===== config.mk =====
export PLATFORM = sky130hd
export DESIGN_NAME = uart_rx_cfg
export DESIGN_NICKNAME = d
export VERILOG_FILES = /design/src/rtl/uart_pkg.sv /design/src/rtl/uart_rx_fifo.sv /design/src/rtl/uart_rx_cfg.sv
export SDC_FILE = /design/constraint.sdc
export NUM_CORES = 1
export LEC_CHECK = 0
export BUFFER_PORTS_ARGS = -buffer_cell sky130_fd_sc_hd__buf_2
export CORE_AREA = 3 3 105 107
export CTS_BUF_LIST = sky130_fd_sc_hd__clkbuf_4 sky130_fd_sc_hd__clkbuf_8 sky130_fd_sc_hd__clkbuf_16
export DETAILED_ROUTE_END_ITERATION = 6
export DIE_AREA = 0 0 108 110
export PLACE_DENSITY_LB_ADDON = 0.12
export SLEW_MARGIN = 30
export SYNTH_ARGS = -nofsm -noshare
export SYNTH_HDL_FRONTEND = slang
export SYNTH_HIERARCHICAL = 1
export SYNTH_SLANG_ARGS = --single-unit

===== constraint.sdc =====
create_clock -name clk -period 2.67 [get_ports clk]
set_clock_uncertainty 0.2 [all_clocks]
set_input_delay 0.267 -clock clk [delete_from_list [all_inputs] [get_ports clk]]
set_output_delay 0.267 -clock clk [all_outputs]
set_load 0.02 [all_outputs]

===== src/rtl/uart_pkg.sv =====
// Shared types and constants for the configurable UART receive path.
package uart_pkg;

    typedef enum logic [2:0] {
        S_IDLE,
        S_START,
        S_DATA,
        S_PARITY,
        S_STOP,
        S_BRK_WAIT
    } rxState_t;

    localparam int PAR_NONE = 0;
    localparam int PAR_EVEN = 1;
    localparam int PAR_ODD  = 2;

    // A FIFO entry is {frame_err, parity_err, data}.
    function automatic int entryWidth(input int dataBits);
        return dataBits + 2;
    endfunction

endpackage


===== src/rtl/uart_rx_fifo.sv =====
// Show-ahead receive FIFO: the head entry is presented whenever the FIFO is non-empty.
module uart_rx_fifo #(
    parameter int WIDTH = 10,
    parameter int DEPTH = 4
) (
    input  logic             clk,
    input  logic             reset,
    input  logic             push,
    input  logic [WIDTH-1:0] pushData,
    input  logic             popReq,
    output logic [WIDTH-1:0] headData,
    output logic             notEmpty,
    output logic             full
);

    localparam int AW = $clog2(DEPTH);

    logic [WIDTH-1:0] mem [DEPTH];
    logic [AW-1:0]    wrPtr;
    logic [AW-1:0]    rdPtr;
    logic [AW:0]      count;
    logic             pop;
    logic             doPush;

    always_comb begin
        notEmpty = (count != '0);
        full     = (count == (AW+1)'(DEPTH));
        pop      = popReq && notEmpty;
        // A full FIFO still accepts a push when the head leaves in the same cycle.
        doPush   = push && (!full || pop);
        headData = notEmpty ? mem[rdPtr] : '0;
    end

    always_ff @(posedge clk) begin
        if (doPush) begin
            mem[wrPtr] <= pushData;
        end
    end

    always_ff @(posedge clk) begin
        if (reset) begin
            wrPtr <= '0;
            rdPtr <= '0;
            count <= '0;
        end else begin
            if (doPush) begin
                wrPtr <= wrPtr + 1'b1;
            end
            if (pop) begin
                rdPtr <= rdPtr + 1'b1;
            end
            case ({doPush, pop})
                2'b10:   count <= count + 1'b1;
                2'b01:   count <= count - 1'b1;
                default: count <= count;
            endcase
        end
    end

endmodule


===== src/rtl/uart_rx_cfg.sv =====
// Oversampling UART receiver with 3-sample majority vote, parity/framing/break
// detection and a show-ahead receive FIFO.
module uart_rx_cfg
    import uart_pkg::*;
#(
    parameter int DATA_BITS  = 8,
    parameter int OVERSAMPLE = 16,
    parameter int PARITY     = 0,
    parameter int STOP_BITS  = 1,
    parameter int FIFO_DEPTH = 4
) (
    input  logic                 clk,
    input  logic                 reset,
    input  logic                 tick,
    input  logic                 rx,
    output logic                 rd_valid,
    input  logic                 rd_ready,
    output logic [DATA_BITS-1:0] rd_data,
    output logic                 rd_parity_err,
    output logic                 rd_frame_err,
    output logic                 overrun,
    output logic                 break_det,
    output logic                 busy,
    output rxState_t             dbgState
);

    localparam int H  = OVERSAMPLE / 2;
    localparam int CW = $clog2(OVERSAMPLE);
    localparam int NW = $clog2(DATA_BITS);
    localparam int EW = entryWidth(DATA_BITS);

    rxState_t             state;
    logic                 rxMeta, rxs;
    logic [CW-1:0]        c;
    logic [NW-1:0]        n;
    logic                 stopN;
    logic                 s0, s1;
    logic [DATA_BITS-1:0] sh;
    logic                 acc, parErr, frameErr, allZero;
    logic                 vote, atSample, atEnd, lastStop, isBreak, push;
    logic                 fifoFull;
    logic [EW-1:0]        pushData, headData;

    always_comb begin
        vote     = (s0 & s1) | (s0 & rxs) | (s1 & rxs);
        atSample = tick && (c == CW'(H + 1));
        atEnd    = tick && (c == CW'(OVERSAMPLE - 1));
        lastStop = (stopN == 1'(STOP_BITS - 1));
        // Break is decided on the first stop bit, before any completion push.
        isBreak  = (state == S_STOP) && atSample && !stopN && allZero && !vote;
        push     = (state == S_STOP) && atSample && lastStop && !isBreak;
        pushData = {frameErr | ~vote, parErr, sh};
    end

    always_ff @(posedge clk) begin
        if (reset) begin
            state     <= S_IDLE;
            rxMeta    <= 1'b1;
            rxs       <= 1'b1;
            c         <= '0;
            n         <= '0;
            stopN     <= 1'b0;
            s0        <= 1'b1;
            s1        <= 1'b1;
            sh        <= '0;
            acc       <= 1'b0;
            parErr    <= 1'b0;
            frameErr  <= 1'b0;
            allZero   <= 1'b1;
            busy      <= 1'b0;
            overrun   <= 1'b0;
            break_det <= 1'b0;
        end else begin
            rxMeta    <= rx;
            rxs       <= rxMeta;
            busy      <= (state != S_IDLE);
            overrun   <= push && fifoFull && !rd_ready;
            break_det <= isBreak;

            if (tick && state != S_IDLE && state != S_BRK_WAIT) begin
                c <= atEnd ? '0 : c + 1'b1;
            end
            if (tick && c == CW'(H - 1)) s0 <= rxs;
            if (tick && c == CW'(H))     s1 <= rxs;

            case (state)
                S_IDLE: begin
                    if (!rxs) begin
                        c        <= '0;
                        n        <= '0;
                        stopN    <= 1'b0;
                        sh       <= '0;
                        acc      <= 1'b0;
                        parErr   <= 1'b0;
                        frameErr <= 1'b0;
                        allZero  <= 1'b1;
                        state    <= S_START;
                    end
                end
                S_START: begin
                    if (atSample && vote) begin
                        state <= S_IDLE;
                    end else if (atEnd) begin
                        state <= S_DATA;
                    end
                end
                S_DATA: begin
                    if (atSample) begin
                        sh      <= {vote, sh[DATA_BITS-1:1]};
                        acc     <= acc ^ vote;
                        allZero <= allZero & ~vote;
                    end
                    if (atEnd) begin
                        if (n == NW'(DATA_BITS - 1)) begin
                            n     <= '0;
                            state <= (PARITY != PAR_NONE) ? S_PARITY : S_STOP;
                        end else begin
                            n <= n + 1'b1;
                        end
                    end
                end
                S_PARITY: begin
                    if (atSample) begin
                        parErr  <= (PARITY == PAR_EVEN) ? (acc ^ vote) : ~(acc ^ vote);
                        allZero <= allZero & ~vote;
                    end
                    if (atEnd) begin
                        state <= S_STOP;
                    end
                end
                S_STOP: begin
                    // The last stop bit ends at its sample point so the next start edge is caught.
                    if (atSample) begin
                        frameErr <= frameErr | ~vote;
                        if (isBreak) begin
                            state <= S_BRK_WAIT;
                        end else if (lastStop) begin
                            state <= S_IDLE;
                        end
                    end else if (atEnd) begin
                        stopN <= 1'b1;
                    end
                end
                S_BRK_WAIT: begin
                    if (rxs) begin
                        state <= S_IDLE;
                    end
                end
                default: state <= S_IDLE;
            endcase
        end
    end

    uart_rx_fifo #(
        .WIDTH(EW),
        .DEPTH(FIFO_DEPTH)
    ) uFifo (
        .clk      (clk),
        .reset    (reset),
        .push     (push),
        .pushData (pushData),
        .popReq   (rd_ready),
        .headData (headData),
        .notEmpty (rd_valid),
        .full     (fifoFull)
    );

    assign {rd_frame_err, rd_parity_err, rd_data} = headData;
    assign dbgState = state;

endmodule


==> flow_summary.ini, run 1 <==
[critical_path]
worstSetupPathType = reg -> reg
required_ns = 2.75
worstPathArrival_ns = 2.56
reg2regPathDepth = 9
critical_path_peak_fanout = 4
end_kind = register
worst_setup_path_start_kind = register

[clock_tree]
root_buffer = clkbuf_8
cts_tree = yes
clock_path_buffers = 2
htree_levels = 3
clkTransAtPathRegs_ns = 0.09
cts-buffers-inserted = 9
clock_sinks = 79
clk_latency_ns = 0.35
post_cts_buffers = 0

[drt]
drc = 0
wl_per_cell_um = 14.8
routed_wl_um = 6930
drtIter0Drc = 106
top_layer_used = met4
antenna_left = 0
first_pass_iters = 4
vias = 2290
wl_met3_um = 228
m1WireLength_um = 3460
dr_wl_met2_um = 3210
viasPerCell = 4.89

[global_routing]
grt_first_pass_wirelength_um = 11900
grt_util_all_layers_pct = 13.1
antenna_found_initial = 0
grt_pass1_vias = 2302
grt_max_degree = 25
grt_overflow = 0

[floorplanning]
dieArea_um2 = 11900
die_y_um = 110
start_util_pct = 34.4
die_width_um = 108
num_rows = 37
ios = 22
core_um2 = 10200

[hold_path]
holdCritPathClass = in -> reg
hold_depth = 2

[cells_and_area]
antenna_cells = 0
drive_gt1_share_pct = 23.5
fillers = 1008
areaGrowthSynthToFinish_pct = 13.9
multi_input_area_um2 = 1400
fin_nets = 342
regArea_um2 = 1980

[logic_synthesis]
ys_types = 57
ys.flop_type = edfxtp_1
synth_edf_count = 40
ys_warn_count = 6
avgSynthCellArea_um2 = 11.9
synthesis.area_um2 = 3520
synthTopCellsByCount = edfxtp_1, dfxtp_1, a21oi_1
ys_ff_latch = 79
netlist_instances = 297
yosys.area.top_type = edfxtp_1
syn_nets = 312
yosys-top-cells-area = edfxtp_1, dfxtp_1, mux4_2
async_flop_share_pct = 0
seq_area_frac_synth_pct = 56.3
synth.top_cell.area_share_pct = 34.1
yosysMostFrequentCell = edfxtp_1

[timing]
fmax_mhz = 404
finalHoldViolCount = 0
final-setup-viol-count = 0
hold_slack_ns = 0.0184
worst_pin_slew_ns = 0.860
period_share_pct = 92.8
tns_ns = 0
finalMaxSlewViolations = 0
relSlewSlack_pct = 42.4
rsz0062_at_grt = false
fin_crit_ns = 2.48

[power_and_ir_drop]
power_density_nw_per_um2 = 544
ir_drop_v = 0.000271
p_leak_nw = 1.47

[place]
gp_congestion = 0.794
dpl.hpwl_um = 4680
io_buffers = 21

[run]
cap_violations = 0

[run_status]
status = finished, final reports clean
## cell families (layout without fill, tap and decap cells)
family          Yosys count  after routing  synth area share (%)
flops                    79             79                  56.3
simple gates             88             88                  14.1
mux                      16             16                  8.14
buf+inv                  32             67                  4.19
xor+xnor                  6              6                  1.49
compound gates           65             65                  11.7
fa+ha+maj                11             11                  4.09
## metrics by stage
stage	utilization, %	power [mW]	instance area [µm²]	std cells	setup WS, ns
CTS	39.2	2.21	4010	468	0.0535
finish	39.2	2.18	4010	468	0.193
global placement	37.3	1.39	3820	451	0.229
detailed placement	37.3	1.39	3820	451	0.0758
floorplan	-	1.36	3530	297	0.0198
global route	39.2	2.29	4010	468	0.0136
## registers in the layout, summed over array words and instances (netlist names), 2 cells and up, named ones only
name	flops
dbgState	3
uFifo/rdPtr	2
sh	8
uFifo/count	3
uFifo/wrPtr	2
c	4
uFifo/mem	40
n	3
## worst paths after layout
check | startpoint | endpoint | slack (ns)
max | dbgState[2] | uFifo/count[2] | 0.19
min | reset | uFifo/rdPtr[0] | 0.02
max reg2reg | dbgState[2] | uFifo/count[2] | 0.19
min reg2reg | rxMeta | rxs | 0.24
## layout make-up
type	instances	share of cell area [%]
inverter	14	1.31
sequential	79	49.5
tap	136	4.24
multi-input combinational	186	34.9
clock buffer	9	3.09
timing repair buffer	37	5.68
clock inverter	7	1.31
## power breakdown
group | switching [mW] | internal (mW) | total [mW]
clock network | 0.471 | 0.346 | 0.817
logic | 0.0615 | 0.0316 | 0.0930
registers | 0.00380 | 1.27 | 1.27
## critical path, stage by stage, from the launching register on
cell and delay (ns):
dfxtp_2 0.34, or3b_2 0.50, nor3_2 0.16, nor2b_1 0.24, inv_1 0.12, nand3_1 0.13, fa_1 0.20, nand3b_1 0.09
or3_1 0.31, a31oi_1 0.15
## what timing repair did
| item | in CTS | in global routing |
|---|---|---|
| endpoints found under the hold margin | 1 | 0 |
| endpoints found under the setup margin | 0 | 11 |
| gates resized for setup | 0 | 2 |
| hold buffers | 1 | 0 |
## routing by layer
metal | GRT usage (%) | vias up
met5 | 0 | -
met4 | 3.79 | 0
met3 | 4.14 | 2
met2 | 20.0 | 37
met1 | 18.0 | 1109
li1 | - | 1142
## cells in the final DEF (no fill, tap or decap), drive strengths merged, types with 10 or more instances in the layout
cell type,count
edfxtp,40
dfxtp,39
buf,36
a21oi,22
o21ai,20
nor2,17
inv,17
nor2b,14
nand2,13
mux4,10
Power figures use the tool's default switching activity.
==> run 2: changes to the inputs <==
- PLACE_DENSITY: default -> 0.51
- PLACE_DENSITY_LB_ADDON: 0.12 -> default
==> run 2 against run 1 <==
Global-route usage shrank 0.93 points. Flip-flop and latch count did not move. Register-to-register slack improved by 0.04 ns. Power is 6.0% higher. Cell count is 0.43% lower. First-iteration DRC count is 35% higher. Largest power group unchanged. Highest routed layer unchanged.
==> flow_summary.ini, run 2 (synthesis gave the netlist of run 1 again) <==
[timing]
fin_crit_ns = 2.44
finalMaxSlewViolations = 0
fmax_mhz = 410
rsz0062_at_grt = false
period_share_pct = 91.3
finalHoldViolCount = 0
worst_pin_slew_ns = 0.636
relSlewSlack_pct = 57.6
final-setup-viol-count = 0
tns_ns = 0

[power_and_ir_drop]
power_density_nw_per_um2 = 572
p_leak_nw = 1.48
p_int_mw = 1.75
seqPwrFrac_pct = 55.0
power_frac_comb_pct = 4.0
ir_drop_v = 0.000304
swShare_pct = 24.1
p_sw_mw = 0.558
clkPwrFrac_pct = 41.0

[clock_tree]
cts-buffers-inserted = 9
clock_sinks = 79
cts_tree = yes
clock_path_buffers = 2
root_buffer = clkbuf_8
clkTransAtPathRegs_ns = 0.09
clk_latency_ns = 0.35
htree_levels = 3

[cells_and_area]
largest_reg_flops = 40
fin_nets = 340
largest-register = uFifo/mem
antenna_cells = 0
biggestRegsByFlops = uFifo/mem x40, sh x8, c x4
final_common_cell = edfxtp_1
areaGrowthSynthToFinish_pct = 14.7
final_area_um2 = 4040
drive_gt1_share_pct = 23.6
mostFrequentLayoutCells = edfxtp_1, dfxtp_1, a21oi_1

[run]
cap_violations = 0

[floorplanning]
start_util_pct = 34.4
dieArea_um2 = 11900
ios = 22
die_y_um = 110
die_width_um = 108
num_rows = 37
core_um2 = 10200

[drt]
wl_per_cell_um = 14.0
drtIter0Drc = 143
vias = 2300
viasPerCell = 4.94
antenna_left = 0
drc = 0
routed_wl_um = 6520
first_pass_iters = 4

[critical_path]
rr_startpoint = dbgState[0]
critical_path_peak_fanout = 4
critPathLaunch = dbgState[0]
required_ns = 2.75
worstPathArrival_ns = 2.52
end_kind = register
worst_setup_path_start_kind = register
rrSetupSlack_ns = 0.23
worstSetupPathType = reg -> reg

[global_routing]
grt_pass1_vias = 2294
grt_overflow = 0
grt_first_pass_wirelength_um = 11400
grt_max_degree = 33
grt_util_all_layers_pct = 12.2
antenna_found_initial = 0

[hold_path]
holdCritPathClass = in -> reg
hold_start = tick

[place]
io_buffers = 21
dpl.hpwl_um = 4450
gp_congestion = 0.735
placed_cell_area_um2 = 3800

[run_status]
status = finished, final reports clean
-- run 2: cell count changes in the layout (fill, tap and decap cells not counted), sizes merged --
| cell | previous run | this run |
|---|---|---|
| inv | 17 | 18 |
| clkinvlp | 1 | 0 |
| clkinv | 3 | 2 |
| bufinv | 0 | 1 |
| buf | 36 | 34 |
-- run 2: through the flow --
step	hold WS [ns]	power (mW)	std cells	worst slack [ns]	util (%)
detailed placement	0.205	1.39	449	0.120	37.2
global placement	0.199	1.39	449	0.214	37.2
floorplan	0.171	1.36	297	0.0198	-
finish	0.123	2.31	466	0.233	39.5
global route	0.157	2.40	466	0.0147	39.5
CTS	0.104	2.34	466	0.114	39.4
-- run 2: power by group through the flow --
| stage | clock [mW] | combinational (mW) | sequential (mW) |
|---|---|---|---|
| 2_1_floorplan | 0 | 0.0591 | 1.30 |
| 3_3_place_gp | 0 | 0.0913 | 1.30 |
| 3_5_place_dp | 0 | 0.0911 | 1.30 |
| 4_1_cts | 0.978 | 0.0919 | 1.27 |
| 5_1_grt | 1.03 | 0.103 | 1.27 |
| 6_report | 0.948 | 0.0920 | 1.27 |
-- run 2: worst paths after layout --
path | to | cells after the start
worst max-delay path | uFifo/count[2] | 9
worst min-delay path | s0 | 4
worst max register to register | uFifo/count[2] | 9
worst min register to register | rxs | 1
-- run 2: cell type report --
cell class	count	area, µm²
clock inverter	7	87.6
clock buffer	9	124
tap	136	170
sequential	79	1990
multi-input combinational	186	1410
timing repair buffer	35	213
inverter	14	52.6
fill	1004	6190
-- run 2: what timing repair did --
item                       CTS  global route
hold endpoints to repair     1             0
resized for setup            0             4
hold buffers                 1             0
setup buffers                0             0
setup endpoints to repair    0            22
-- run 2: routing by layer --
metal,track usage [%],wire length (µm),vias to the layer above
li1,-,-,1147
met1,16.5,3290,1108
met2,18.7,2900,36
met3,3.49,225,9
met4,4.33,98,0
met5,0,0,-
-- run 2: worst max-delay path, stage by stage, from the launching register on --
cell and delay, ns:
dfxtp_1 0.32, or3b_2 0.51, nor3_2 0.15, nor2b_1 0.20, inv_1 0.11, nand3_1 0.13
fa_1 0.20, nand3b_1 0.09, or3_1 0.31, a31oi_1 0.16
==> run 3: changes to the inputs <==
- CORE_AREA: 3 3 105 107 -> 3 3 98 100
- DIE_AREA: 0 0 108 110 -> 0 0 101 103
- PLACE_DENSITY: 0.51 -> 0.57
==> run 3 against run 2 <==
Via count grew 0.74%. Critical path depth is the same. Power grew 2.6%. Cell count fell by 5.6%. Non-clock buffer count increased by 2. Combinational power grew 2%. Clock-buffer cell count did not move. Flip-flop and latch count stayed put. Register-to-register slack better by 0.03 ns. Worst hold slack gained 0.0041 ns. Largest power group unchanged.
==> flow_summary.ini, run 3 (synthesis gave the netlist of run 1 again) <==
[timing]
worst_pin_slew_ns = 0.582
final-setup-viol-count = 0
fin_crit_ns = 2.41
relSlewSlack_pct = 61.2
finalMaxSlewViolations = 0
finalHoldViolCount = 0
rsz0062_at_grt = false
fmax_mhz = 415
period_share_pct = 90.2
tns_ns = 0

[cells_and_area]
largest_reg_flops = 40
mostFrequentLayoutCells = edfxtp_1, dfxtp_1, a21oi_1
drive_gt1_share_pct = 23.2
largest-register = uFifo/mem
final_common_cell = edfxtp_1
fin_cells = 440
fin_nets = 342
fillers = 813
biggestRegsByFlops = uFifo/mem x40, sh x8, c x4
antenna_cells = 0
areaGrowthSynthToFinish_pct = 14.5

[drt]
first_pass_iters = 4
vias = 2317
routed_wl_um = 6400
antenna_left = 0
drc = 0
wl_per_cell_um = 14.5
drtIter0Drc = 92
viasPerCell = 5.27

[floorplanning]
core_um2 = 8760
num_rows = 34
dieArea_um2 = 10400
start_util_pct = 40.2
ios = 22
die_y_um = 103
die_width_um = 101

[critical_path]
required_ns = 2.75
rr_startpoint = dbgState[2]
crit_buf_inv = 1
worst_setup_path_start_kind = register
end_kind = register
critPathLaunch = dbgState[2]
cp_top_family = simple AND/OR/NAND/NOR gates
critPathMaxStageDelay_ns = 0.49
worstPathArrival_ns = 2.49
critical_path_peak_fanout = 4
crit_chain = or3b_2 -> nor3_2 -> nor2b_1 -> inv_1 -> nand3_1 -> fa_1 -> nand3b_1 -> or3_1 -> a31oi_1
slowest_stage = or3b_2
worstSetupPathType = reg -> reg

[power_and_ir_drop]
p_sw_mw = 0.531
clkPwrFrac_pct = 42.5
power_mw = 2.37
swShare_pct = 22.4
seqPwrFrac_pct = 53.6
p_leak_nw = 1.50
ir_drop_v = 0.000263
p_int_mw = 1.84
power_density_nw_per_um2 = 588
power_frac_comb_pct = 4.0

[clock_tree]
cts-buffers-inserted = 9
htree_levels = 3
clkTransAtPathRegs_ns = 0.09
cts_tree = yes
clock_sinks = 79
root_buffer = clkbuf_8
clk_latency_ns = 0.35
clock_path_buffers = 2

[global_routing]
grt_max_degree = 26
grt_util_all_layers_pct = 13.4
grt_overflow = 0
grt_first_pass_wirelength_um = 10800
antenna_found_initial = 0
grt_pass1_vias = 2236

[run_status]
status = finished, final reports clean

[hold_path]
holdCritPathClass = in -> reg
hold_start = tick

[place]
gp_congestion = 0.750
io_buffers = 21
dp_cells = 422
dpl.hpwl_um = 4350

[run]
cap_violations = 0
run 3: cell types whose count changed in the layout (fill, tap and decap cells not counted), sizes merged:
cell	delta
buf	+1
bufinv	+1
clkinv	-1
dlygate4sd3	+1
run 3: tightest hold or removal path, stage by stage:
cell and delay [ns]:
buf_2 0.13, o211ai_1 0.10, xor2_1 0.07, nor2_1 0.07
run 3: cell type report:
cell class	instances	area [µm²]	share of cell area (%)
Sequential cell	79	1980	49.2
Timing Repair Buffer	37	230	5.71
Clock inverter	7	103	2.54
Tap cell	108	135	3.35
Clock buffer	9	124	3.07
Multi-Input combinational cell	186	1410	34.8
Inverter	14	52.6	1.30
run 3: timing repair:
item / 4_1_cts / 5_1_grt
resized for setup: 0 / 2
hold buffers: 2 / 0
hold endpoints to repair: 5 / 0
endpoints found under the setup margin: 0 / 20
setup buffers: 0 / 0
run 3: path summary, 6_finish.rpt:
check	endpoint	slack [ns]	cells after the start
setup / recovery	uFifo/count[2]	0.26	9
hold / removal	c[2]	0.13	4
setup reg to reg	uFifo/count[2]	0.26	9
hold reg to reg	rxs	0.23	1
run 3: power groups by stage:
stage | combinational, mW | clock, mW | sequential, mW
2_1_floorplan | 0.0591 | 0 | 1.30
3_3_place_gp | 0.0922 | 0 | 1.30
3_5_place_dp | 0.0911 | 0 | 1.30
4_1_cts | 0.0940 | 1.03 | 1.27
5_1_grt | 0.104 | 1.09 | 1.27
6_report | 0.0938 | 1.01 | 1.27
run 3: metal layers:
metal	vias to the layer above	part of all wire (%)	GRT usage, %
met2	48	47	20.8
met5	-	0	0
met1	1113	48	18.1
met3	11	3.6	2.84
met4	0	1.9	6.44
li1	1145	-	-
run 3: per-stage QoR:
step           util, %  instance area [µm²]  hold slack, ns  worst slack [ns]
4_1_cts           45.9                 4020           0.109             0.126
5_1_grt           46.0                 4030           0.131            0.0249
3_5_place_dp      43.1                 3780           0.205             0.139
3_3_place_gp      43.1                 3780           0.210             0.193
2_1_floorplan        -                 3530           0.171            0.0198
6_report          46.0                 4030           0.127             0.262
